===== config.mk =====
export PLATFORM = sky130hd
export DESIGN_NAME = serial_subtractor
export DESIGN_NICKNAME = d
export VERILOG_FILES = /design/src/rtl/serial_subtractor.sv
export SDC_FILE = /design/constraint.sdc
export NUM_CORES = 1
export LEC_CHECK = 0
export CORE_MARGIN = 10
export CORE_UTILIZATION = 56
export CTS_CLUSTER_DIAMETER = 60
export CTS_CLUSTER_SIZE = 10
export DETAILED_ROUTE_END_ITERATION = 8
export PLACE_DENSITY = 0.85
export SETUP_SLACK_MARGIN = 0.15
export SYNTH_ARGS = -nofsm -noshare
export SYNTH_HDL_FRONTEND = slang
export SYNTH_SLANG_ARGS = --single-unit

===== constraint.sdc =====
create_clock -name clk -period 2.45 [get_ports clk]
set_input_delay 0.735 -clock clk [delete_from_list [all_inputs] [get_ports clk]]
set_output_delay 0.735 -clock clk [all_outputs]
set_load 0.05 [all_outputs]

===== src/rtl/serial_subtractor.sv =====
// Bit-serial subtractor: a - b - bor_in, LSB first, one bit per clock.
// Optional signed overflow flag enabled by defining SERIAL_SUB_OVF_EN.
module serial_subtractor #(
   parameter int WIDTH = 8
) (
   input  logic             clk,
   input  logic             rst_n,
   input  logic             start,
   input  logic [WIDTH-1:0] a,
   input  logic [WIDTH-1:0] b,
   input  logic             bor_in,
   output logic             busy,
   output logic             done,
   output logic [WIDTH-1:0] diff,
   output logic             bor_out,
   output logic             ovf
);

   localparam int CW = (WIDTH > 1) ? $clog2(WIDTH) : 1;
   localparam logic [CW-1:0] LAST = CW'(WIDTH - 1);

   typedef enum logic [1:0] {
      IDLE,
      SHIFT,
      DONE
   } state_t;

   state_t state;
   state_t state_nx;

   logic [WIDTH-1:0] a_sh;
   logic [WIDTH-1:0] b_sh;
   logic [WIDTH-2:0] res_sh;
   logic [WIDTH-1:0] res_nx;
   logic             bor;
   logic [CW-1:0]    cnt;
   logic             d;
   logic             bor_nx;
   logic             last;

   assign d      = a_sh[0] ^ b_sh[0] ^ bor;
   assign bor_nx = (~a_sh[0] & b_sh[0]) | (~(a_sh[0] ^ b_sh[0]) & bor);
   assign res_nx = {d, res_sh};
   assign last   = (cnt == LAST);

   assign busy = (state == SHIFT);
   assign done = (state == DONE);

   // State register
   always_ff @(posedge clk or negedge rst_n) begin
      if (!rst_n) begin
         state <= IDLE;
      end else begin
         state <= state_nx;
      end
   end

   // Next-state logic: start only matters in IDLE
   always_comb begin
      state_nx = state;
      unique case (state)
         IDLE:    if (start) state_nx = SHIFT;
         SHIFT:   if (last) state_nx = DONE;
         DONE:    state_nx = IDLE;
         default: state_nx = IDLE;
      endcase
   end

   // Operand capture, per-bit shift and result publication
   always_ff @(posedge clk or negedge rst_n) begin
      if (!rst_n) begin
         a_sh    <= '0;
         b_sh    <= '0;
         res_sh  <= '0;
         bor     <= 1'b0;
         cnt     <= '0;
         diff    <= '0;
         bor_out <= 1'b0;
      end else if (state == IDLE) begin
         if (start) begin
            a_sh   <= a;
            b_sh   <= b;
            bor    <= bor_in;
            res_sh <= '0;
            cnt    <= '0;
         end
      end else if (state == SHIFT) begin
         a_sh   <= a_sh >> 1;
         b_sh   <= b_sh >> 1;
         bor    <= bor_nx;
         res_sh <= res_nx[WIDTH-1:1];
         if (last) begin
            diff    <= res_nx;
            bor_out <= bor_nx;
         end else begin
            cnt <= cnt + 1'b1;
         end
      end
   end

`ifdef SERIAL_SUB_OVF_EN
   // On the last bit a_sh[0]/b_sh[0] are the operand sign bits and d is the result sign
   always_ff @(posedge clk or negedge rst_n) begin
      if (!rst_n) begin
         ovf <= 1'b0;
      end else if (state == SHIFT && last) begin
         ovf <= (a_sh[0] ^ b_sh[0]) & (a_sh[0] ^ d);
      end
   end
`else
   assign ovf = 1'b0;
`endif

endmodule


==> impl_metrics.yaml <==
timing:
  tightestPinTransition_ns: 0.512
  rsz_0062_raised_after_global_routing: "true"
  fin_crit_ns: 2.22
  setup_viol_count_final: 0
  timing.clock.skew_ns: 0.0188
  timing.final.crit_share_pct: 90.8
  fin_ws_ns: 0.226
  slew_viol_final: 0
  slew_headroom_pct: 65.8
  totalNegativeSetupSlack_ns: 0
  max_freq_mhz: 450
  final-hold-violation-count: 0
flow_run:
  maxCapViolCount: 0
drt:
  routed_wirelength_um: 3820
  number_of_iterations_in_the_first_detailed_routing_pass: 4
  routed_wire_length_per_instance_um: 16.8
  detailed_route_vias_per_instance: 5.74
  detail_route.iter0.violations: 100
  vias: 1304
  drc: 0
  ant_nets: 0
logic_synthesis:
  yosys_warnings: 0
  ys_async_sr_fraction_pct: 100
  netlist_top_cells_area: "sky130_fd_sc_hd__dfrtp_1 (53%), sky130_fd_sc_hd__nor3_1 (8.3%), sky130_fd_sc_hd__mux2_4 (5.8%)"
  syn_nets: 177
  synth_sequential_area_ratio_pct: 52.7
  synth_top_area_share_pct: 52.7
  ys_types: 25
  post_synthesis_cell_area_um2: 1800
  netlist.top_cell.by_area: "sky130_fd_sc_hd__dfrtp_1"
  syn_inst: 154
  postSynthRegisterBits: 38
  syn_area_per_cell_um2: 11.7
  post_synth_edffs: 0
  ys.flop_type: "sky130_fd_sc_hd__dfrtp_1"
clock_tree:
  tritoncts_num_sinks: 38
  insertion_delay_to_the_later_sink_of_the_worst_skew_pair_ns: 0.37
  cts_root_buf: "sky130_fd_sc_hd__clkbuf_4"
  cts_buffer_depth: 2
  cts-htree-levels: 2
  tritoncts: "yes"
  tritoncts.num_buffers: 5
  path_clk_slew_ns: 0.11
  cts_setup_buffers: 0
die:
  chipWidth_um: 76.7
  design.core.area_um2: 3080
  initial_utilization_pct: 58.6
  fp.dieH_um: 76.7
  floorplan.io_pins: 32
  number_of_core_rows: 20
  die_area_um2: 5890
critical_path:
  start_kind: "flip-flop"
  worstSetupEndpointType: "primary output"
  critPathMaxStageDelay_ns: 0.51
  arrival_time_at_the_worst_endpoint_ns: 1.49
  worst-r2r-cell-count: 4
  crit_path_cell_trace: "nand2b_4 > inv_2 > buf_12"
  timing.rr.start: "state[0]$_DFFE_PN0P_"
  crit_required_ns: 1.71
  regToRegEndpoint: "cnt[1]$_DFFE_PN0P_"
  ff2ff_setup_slack_ns: 0.78
  worst-setup-path-type: "flip-flop to primary output"
  timing.critical_path.slowest_stage_cell: "sky130_fd_sc_hd__dfrtp_2"
  timing.critical_path.fanout_max: 15
global_routing:
  grt_util_met2_pct: 22.2
  top_usage_layer: "met2"
  grt_pass1_wl_um: 6620
  maximum_number_of_pins_on_one_net_before_global_route_repair: 39
  met1_usage_pct: 16.0
  antenna_found_initial: 0
  grt_overflow: 0
  vias_in_the_first_global_route: 1394
  groute.layer.met3.usage_pct: 4.78
  groute.usage.overall_pct: 13.7
placement:
  pre_cts_slack_ns: 0.385
  routabilityCongestion: 0.800
  port_buffers: 30
  hpwlAfterDp_um: 2670
outcome:
  run_status: "complete, no violations"
finish:
  layout_cells_sized_above_1_pct: 16.9
  nNetsFinal: 205
  diodes: 0
  layout.cells.most_common_list: "sky130_fd_sc_hd__dfrtp_1 (36), sky130_fd_sc_hd__nor3_1 (30), sky130_fd_sc_hd__clkdlybuf4s50_1 (19)"
  register_area_um2: 953
  areaGrowthSynthToFinish_pct: 22.3
  leading_cell_type_in_the_layout_fill_and_taps_excluded: "sky130_fd_sc_hd__dfrtp_1"
  multi_input_area_um2: 734
  layout.filler_cells: 226
hold_path:
  holdPathEnd: "diff[0]$_DFFE_PN0P_"
  hold_path.startpoint: "diff[0]$_DFFE_PN0P_"
  hp-class: "flip-flop to flip-flop"
  min_delay_path_depth: 1
power_and_ir_drop:
  leakage_nw: 1.04
  vdd.ir_drop.worst_v: 0.000748
  power-per-cell-area_nw_per_um2: 1350
-- Yosys cell counts (2+ instances only) --
library cell,instances
sky130_fd_sc_hd__o32ai_1,5
sky130_fd_sc_hd__nand2_1,3
sky130_fd_sc_hd__nor2_1,8
sky130_fd_sc_hd__nand2b_4,2
sky130_fd_sc_hd__buf_6,4
sky130_fd_sc_hd__inv_1,4
sky130_fd_sc_hd__buf_4,4
sky130_fd_sc_hd__o22ai_1,14
sky130_fd_sc_hd__mux2_2,2
sky130_fd_sc_hd__nor3_1,30
sky130_fd_sc_hd__inv_2,2
sky130_fd_sc_hd__o21ai_0,5
sky130_fd_sc_hd__mux2_4,7
sky130_fd_sc_hd__ha_1,2
sky130_fd_sc_hd__a22o_1,12
sky130_fd_sc_hd__dfrtp_1,38
sky130_fd_sc_hd__buf_2,4
-- layer usage --
layer  vias to the layer above  wire length, um
met2                        38             1850
met5                         -                0
li1                        632                -
met3                         7              208
met1                       627             1690
met4                         0               61
-- registers in the layout (all words and copies together), names as in the netlist --
register / count
bor: 1
b_sh: 8
res_sh: 7
bor_out: 1
cnt: 3
a_sh: 8
diff: 8
state: 2
-- worst max-delay path by stage --
stage                         start                  end  slack (ns)  depth (start not counted)
4_1_cts         bor_out$_DFFE_PN0P_              bor_out        0.15                          1
3_3_place_gp                  start      bor$_DFFE_PN0P_        0.44                          5
6_report       state[1]$_DFFE_PN0P_                 busy        0.23                          3
3_5_place_dp                  start  a_sh[0]$_DFFE_PN0P_        0.39                          5
2_1_floorplan  state[1]$_DFFE_PN0P_                 done        0.37                          4
5_1_grt        state[1]$_DFFE_PN0P_                 busy        0.14                          3
-- through the flow --
step / power, mW / hold WS, ns / cell area [um^2] / std cells / util, %
4_1_cts: 3.01 / 0.519 / 2190 / 227 / 71.3
3_3_place_gp: 2.39 / 0.463 / 2090 / 219 / 68.0
6_report: 2.98 / 0.511 / 2210 / 227 / 71.7
2_1_floorplan: 2.12 / 0.439 / 1800 / 154 / -
5_1_grt: 3.18 / 0.530 / 2210 / 227 / 71.7
3_5_place_dp: 2.48 / 0.489 / 2090 / 219 / 68.0
-- final cells by class --
type | count | share of cell area, %
flip-flops and latches | 38 | 43.2
well taps | 44 | 2.50
clock inverters | 3 | 3.12
repair buffers | 33 | 15.1
multi-input cells | 98 | 33.3
clock buffers | 5 | 1.70
inverters | 6 | 1.02
-- where the power goes --
part | leakage [nW] | internal (mW) | switching (mW)
logic | 0.513 | 0.578 | 0.728
registers | 0.467 | 0.909 | 0.225
clock network | 0.0554 | 0.319 | 0.225
-- logic make-up after synthesis --
kind of cell | share of synthesized area [%]
buf+inv | 6.52
mux | 7.63
flops | 52.7
fa+ha+maj | 2.50
simple gates | 15.1
other cells | 0.208
compound gates | 15.3
-- worst max-delay path: cells and delay by family, from the launching register on --
family / cells / cell delay, ns
AND/OR/NAND/NOR: 1 / 0.25
buffers and inverters: 2 / 0.37
flip-flops: 1 / 0.51
-- timing repair --
action | in CTS | in global routing
hold buffers | 0 | 0
endpoints found under the setup margin | 7 | 5
resized for setup | 6 | 5
Power figures use the tool's default switching activity.
